<file path="src/rtl/xtal_freq_meter.sv">
// Crystal frequency meter. Counts synchronized rising edges of xtal_in over
// a fixed window of GATE_CYCLES clk cycles. The count, an overflow flag and an
// in-range flag are presented with a valid/ready handshake.
module xtal_freq_meter #(
    parameter int unsigned GATE_CYCLES  = 4_800_000,
    parameter int unsigned CNT_W        = 24,
    parameter int unsigned MIN_CNT      = 1_188_000,
    parameter int unsigned MAX_CNT      = 1_212_000,
    parameter int unsigned SYNC_STAGES  = 2,
    parameter bit          AUTO_RESTART = 1'b0
) (
    input  logic             clk,
    input  logic             resetn,
    input  logic             xtal_in,
    input  logic             start,
    input  logic             meas_ready,
    output logic             meas_valid,
    output logic [CNT_W-1:0] meas_count,
    output logic             overflow,
    output logic             in_range,
    output logic             busy
);
    localparam int unsigned GATE_W = $clog2(GATE_CYCLES);
    localparam int unsigned WARM_W = $clog2(SYNC_STAGES + 2);

    localparam logic [GATE_W-1:0] GATE_INIT = GATE_W'(GATE_CYCLES - 1);
    localparam logic [WARM_W-1:0] WARM_DONE = WARM_W'(SYNC_STAGES + 1);
    localparam logic [CNT_W-1:0]  CNT_MAX   = '1;
    localparam logic [CNT_W-1:0]  MIN_C     = CNT_W'(MIN_CNT);
    localparam logic [CNT_W-1:0]  MAX_C     = CNT_W'(MAX_CNT);

    typedef enum logic [1:0] {
        S_IDLE,
        S_GATE,
        S_DONE
    } state_t;

    state_t               state_q;
    state_t               state_d;
    logic [SYNC_STAGES-1:0] sync_q;
    logic                 prev_q;
    logic                 rise;
    logic [WARM_W-1:0]    warm_cnt_q;
    logic                 warm_done;
    logic [GATE_W-1:0]    gate_cnt_q;
    logic [CNT_W-1:0]     edge_cnt_q;
    logic                 ovf_q;
    logic                 gate_start;
    logic                 gate_end;
    logic                 edge_sat;
    logic [CNT_W-1:0]     edge_nxt;
    logic                 ovf_nxt;
    logic                 range_nxt;

    // Synchronizer chain and previous-value flop for rising-edge detection.
    // NOTE: state is updated with non-blocking assignments so every flop samples pre-edge values.
    always_ff @(posedge clk or negedge resetn) begin
        if (!resetn) begin
            sync_q <= '0;
            prev_q <= 1'b0;
        end else begin
            sync_q <= {sync_q[SYNC_STAGES-2:0], xtal_in};
            prev_q <= sync_q[SYNC_STAGES-1];
        end
    end

    assign rise = sync_q[SYNC_STAGES-1] & ~prev_q;

    // Warm-up counter: blocks start until the sync chain has flushed its reset value.
    always_ff @(posedge clk or negedge resetn) begin
        if (!resetn) begin
            warm_cnt_q <= '0;
        end else if (!warm_done) begin
            warm_cnt_q <= warm_cnt_q + WARM_W'(1);
        end
    end

    assign warm_done = (warm_cnt_q == WARM_DONE);

    // FSM state register.
    always_ff @(posedge clk or negedge resetn) begin
        if (!resetn) begin
            state_q <= S_IDLE;
        end else begin
            state_q <= state_d;
        end
    end

    // Next-state logic; gate_start reloads the window, gate_end latches the result.
    // NOTE: every output of a combinational block gets a default first, otherwise a latch is inferred.
    always_comb begin
        state_d    = state_q;
        gate_start = 1'b0;
        gate_end   = 1'b0;
        case (state_q)
            S_IDLE: begin
                if (start && warm_done) begin
                    state_d    = S_GATE;
                    gate_start = 1'b1;
                end
            end
            S_GATE: begin
                if (gate_cnt_q == '0) begin
                    state_d  = S_DONE;
                    gate_end = 1'b1;
                end
            end
            S_DONE: begin
                if (meas_ready) begin
                    if (AUTO_RESTART) begin
                        state_d    = S_GATE;
                        gate_start = 1'b1;
                    end else begin
                        state_d = S_IDLE;
                    end
                end
            end
            default: state_d = S_IDLE;
        endcase
    end

    // Saturating edge count including this cycle's rise, and the flags derived from it.
    assign edge_sat  = (edge_cnt_q == CNT_MAX);
    assign edge_nxt  = (rise && !edge_sat) ? edge_cnt_q + CNT_W'(1) : edge_cnt_q;
    assign ovf_nxt   = ovf_q | (rise & edge_sat);
    assign range_nxt = !ovf_nxt && (edge_nxt >= MIN_C) && (edge_nxt <= MAX_C);

    // Gate timer and edge accumulator; only advance while the window is open.
    always_ff @(posedge clk or negedge resetn) begin
        if (!resetn) begin
            gate_cnt_q <= '0;
            edge_cnt_q <= '0;
            ovf_q      <= 1'b0;
        end else if (gate_start) begin
            gate_cnt_q <= GATE_INIT;
            edge_cnt_q <= '0;
            ovf_q      <= 1'b0;
        end else if (state_q == S_GATE) begin
            if (gate_cnt_q != '0) begin
                gate_cnt_q <= gate_cnt_q - GATE_W'(1);
            end
            edge_cnt_q <= edge_nxt;
            ovf_q      <= ovf_nxt;
        end
    end

    // Result registers: loaded once at the end of a complete window, held otherwise.
    always_ff @(posedge clk or negedge resetn) begin
        if (!resetn) begin
            meas_count <= '0;
            overflow   <= 1'b0;
            in_range   <= 1'b0;
        end else if (gate_end) begin
            meas_count <= edge_nxt;
            overflow   <= ovf_nxt;
            in_range   <= range_nxt;
        end
    end

    assign meas_valid = (state_q == S_DONE);
    assign busy       = (state_q != S_IDLE);

endmodule
</file>
<file path="config.mk">
export PLATFORM = sky130hd
export DESIGN_NAME = xtal_freq_meter
export DESIGN_NICKNAME = d
export VERILOG_FILES = /design/src/rtl/xtal_freq_meter.sv
export SDC_FILE = /design/constraint.sdc
export NUM_CORES = 1
export LEC_CHECK = 0
export BUFFER_PORTS_ARGS = -buffer_cell sky130_fd_sc_hd__buf_2
export CORE_AREA = 5 5 108 110
export CTS_CLUSTER_SIZE = 10
export DETAILED_ROUTE_END_ITERATION = 8
export DIE_AREA = 0 0 113 115
export PLACE_DENSITY = 0.64
export SLEW_MARGIN = 5
export SYNTH_ARGS = -nofsm -noshare
export SYNTH_HDL_FRONTEND = slang
export SYNTH_SLANG_ARGS = --single-unit
</file>
<file path="constraint.sdc">
create_clock -name clk -period 2.9 [get_ports clk]
set_input_delay 0.58 -clock clk [delete_from_list [all_inputs] [get_ports clk]]
set_output_delay 0.58 -clock clk [all_outputs]
set_load 0.01 [all_outputs]
</file>
==> metrics.txt <==
result of the run finished, final reports clean; CP max-delay cell dfrtp_1; CTS Buffer Depth 2; n_diodes 0; routed length per instance about 16 um; PD cells 514 mW/mm^2; DRT Pass-1 Iters 5; Unique masters post-synth 66; CTS Sinks between 80 and 90; sequential cell area fraction in the yosys report 44.1%; grt met2 use ~28%; Initial DRC Count about 210; Remaining DRCs 0; period utilisation layout about 93%; number of buffers created by CTS 9; number of synthesized register bits about 80; Antenna Violating Nets Remaining 0; setup total negative slack 0 ps; largest net degree at the start of global routing 50; vias in the first global route approximately 3700; Post-Synthesis Cells approximately 510; Total Routing Usage GR 17.3%; num ports 33; Die H approximately 120 um; vias per inst between 5 and 6; Crit path arrival time 3000 ps; Syn Area/Cell ~9.1 sq um; min-delay worst type input pin to asynchronous set/reset pin; final RePlAce weighted congestion just under 0.9; Post-Syn Nets 516; met3 Use GR 3.79%; Worst Clk Skew between 10 and 15 ps; routed wire length 10700 um; Max VDD drop 0.331 mV; crit start category flip-flop; share of cells above drive strength 1 about 19%; CTS tree yes; Post-synth EDFFs 0; layout filler cell count approximately 1000; Clock Latency Late Sink around 360 ps; initial core utilization a little over two fifths; fin nets between 500 and 600; Period minus WS final ~2700 ps; initial antenna violation count 0; Max-Cap Viols 0; CP Capture Type flip-flop; H-tree Lvls 3; CP Class flip-flop to flip-flop; hpwl dp 7690 um; Critical Path Max Stage Delay approximately 480 ps; Hold Fails Final Rpt 0; Main synth FF type dfrtp_1; Fin Hold WS ~180 ps; Placeable Area 0.0106 sq mm; Worst slew margin between 40% and 50%; Post-synth ARST share 100%; die width ~110 um; met1 Use GR a little under a quarter; fin util 49.3%; Root Driver clkbuf_8; port bufs 32; area growth from synthesis to layout 13.6%; GR peak layer met2; CP max FO 8; RSZ-0062 raised after global routing false; CP Cell Sequence ha_1 -> nand3_1 -> nor3_4 -> o2111a_2 -> xnor2_1 -> nor3_2 -> nand2_1 -> or4_1 -> o21a_1 -> o21ai_1; via count 3814; row count 38; synthesized area about 0.0046 sq mm; Crit path required time 3190 ps; CTS clk-pin slew, worst paths around 90 ps; Setup violations, final 0; area of the die 0.0130 sq mm; first-pass GRT wire length 18200 um; count of warnings emitted by yosys 0; Achievable Freq roughly 370 MHz; total gr overflow 0; Slew @ Worst Pin a little under 800 ps; max-slew violations 0; Leakage Power 0.00218 uW
[stage by stage]
stage	std cells	total power (uW)	setup WS [ps]	area, sq um
final	689	2690	193	5230
after global routing	689	2830	0.864	5230
after global placement	673	1790	45.6	4990
after CTS	688	2710	70.1	5210
after detailed placement	673	1800	4.38	4990
after floorplan	508	1640	239	4600
[power breakdown]
part / switching (uW) / internal (uW) / leakage, uW
combinational: 266 / 194 / 0.00104
sequential: 89.6 / 1220 / 0.00103
clock: 408 / 504 / 0.000106
total: 763 / 1920 / 0.00218
[layout by cell type, fill, tap and decap left out, drive strengths merged, types with 2 or more instances in the layout]
cell | Yosys | layout
a2111oi | 2 | 2
a211oi | 3 | 3
a21oi | 18 | 18
a31oi | 12 | 12
and2 | 11 | 11
and3 | 11 | 11
and4 | 3 | 3
buf | 16 | 61
bufinv | 0 | 2
clkbuf | 19 | 12
dfrtp | 81 | 81
ha | 3 | 3
inv | 7 | 7
mux2 | 2 | 2
nand2 | 68 | 68
nand2b | 7 | 7
nand3 | 19 | 19
nand4 | 8 | 8
nand4b | 2 | 2
nor2 | 34 | 34
nor2b | 3 | 3
nor3 | 22 | 22
nor4 | 5 | 5
o2111a | 2 | 2
o211ai | 3 | 3
o21a | 2 | 2
o21ai | 68 | 68
o22ai | 2 | 2
o31ai | 7 | 7
or3 | 11 | 11
or4 | 4 | 4
xnor2 | 28 | 28
xor2 | 11 | 11
[timing repair]
action                                  4_1_cts  5_1_grt
cloned                                        0        0
buffers inserted                              0        1
endpoints found under the setup margin        1        1
gates resized for setup                       1        4
pin swaps                                     0        2
hold buffers                                  0        0
[state kept, by name, indices dropped and copies added (netlist names), 2 cells and up]
register    count
sync_q          2
edge_cnt_q     24
warm_cnt_q      2
meas_count     24
gate_cnt_q     23
state_q         2
[logic make-up (layout without fill, tap and decap cells)]
family	count (synthesis)	in the layout	synth area share (%)
buffers and inverters	42	83	4.22
AND/OR/NAND/NOR	213	213	25.2
multiplexers	3	3	0.707
adder cells (fa/ha/maj)	3	3	0.816
XOR/XNOR	39	39	7.59
AO/OA/AOI/OAI	127	127	17.4
flip-flops	81	81	44.1
[Yosys cell counts, types with 11 or more instances]
| master | instances | area share, % |
|---|---|---|
| o21ai_0 | 67 | 7.3 |
| a21oi_1 | 17 | 1.8 |
| nand3_1 | 16 | 1.7 |
| and2_1 | 11 | 1.5 |
| xnor2_1 | 27 | 5.1 |
| dfrtp_1 | 81 | 44 |
| nand2_1 | 67 | 5.5 |
| buf_2 | 11 | 1.2 |
| nor2_1 | 33 | 2.7 |
| nor3_1 | 18 | 2.0 |
| clkbuf_1 | 19 | 1.6 |
| xor2_1 | 11 | 2.1 |
| a31oi_1 | 12 | 1.6 |
| and3_1 | 11 | 1.5 |
[critical path: cells and delay by family, from the launching register on]
family                   cells  cell delay (ps)
AO/OA/AOI/OAI                3              560
XOR/XNOR                     1              110
adder cells (fa/ha/maj)      1              220
AND/OR/NAND/NOR              5             1280
flip-flops                   1              480
[final cells by class]
cell class / instances / area (sq um) / area share, %
clock buffers: 12 / 145 / 2.78
clock inverters: 3 / 65.1 / 1.25
inverters: 7 / 26.3 / 0.503
multi-input cells: 385 / 2390 / 45.8
flip-flops and latches: 81 / 2030 / 38.8
well taps: 140 / 175 / 3.35
repair buffers: 61 / 393 / 7.52
[path summary, 6_finish.rpt]
check                              start             to  slack, ps  cells past startpoint
max reg2reg                edge_cnt_q[0]       in_range        190                     10
max                        edge_cnt_q[0]       in_range        190                     10
min                               resetn  meas_count[3]        180                      1
max in group asynchronous         resetn     state_q[0]       2100                      2
min reg2reg                    sync_q[0]      sync_q[1]        350                      0
min in group clk                 xtal_in      sync_q[0]        330                      1
[layer usage]
metal | part of all wire (%) | up-vias
li1 | - | 1870
met1 | 46 | 1829
met2 | 47 | 97
met3 | 5.0 | 18
met4 | 2.1 | 0
met5 | 0 | -
Note: power is estimated with default switching activity, not from simulation.
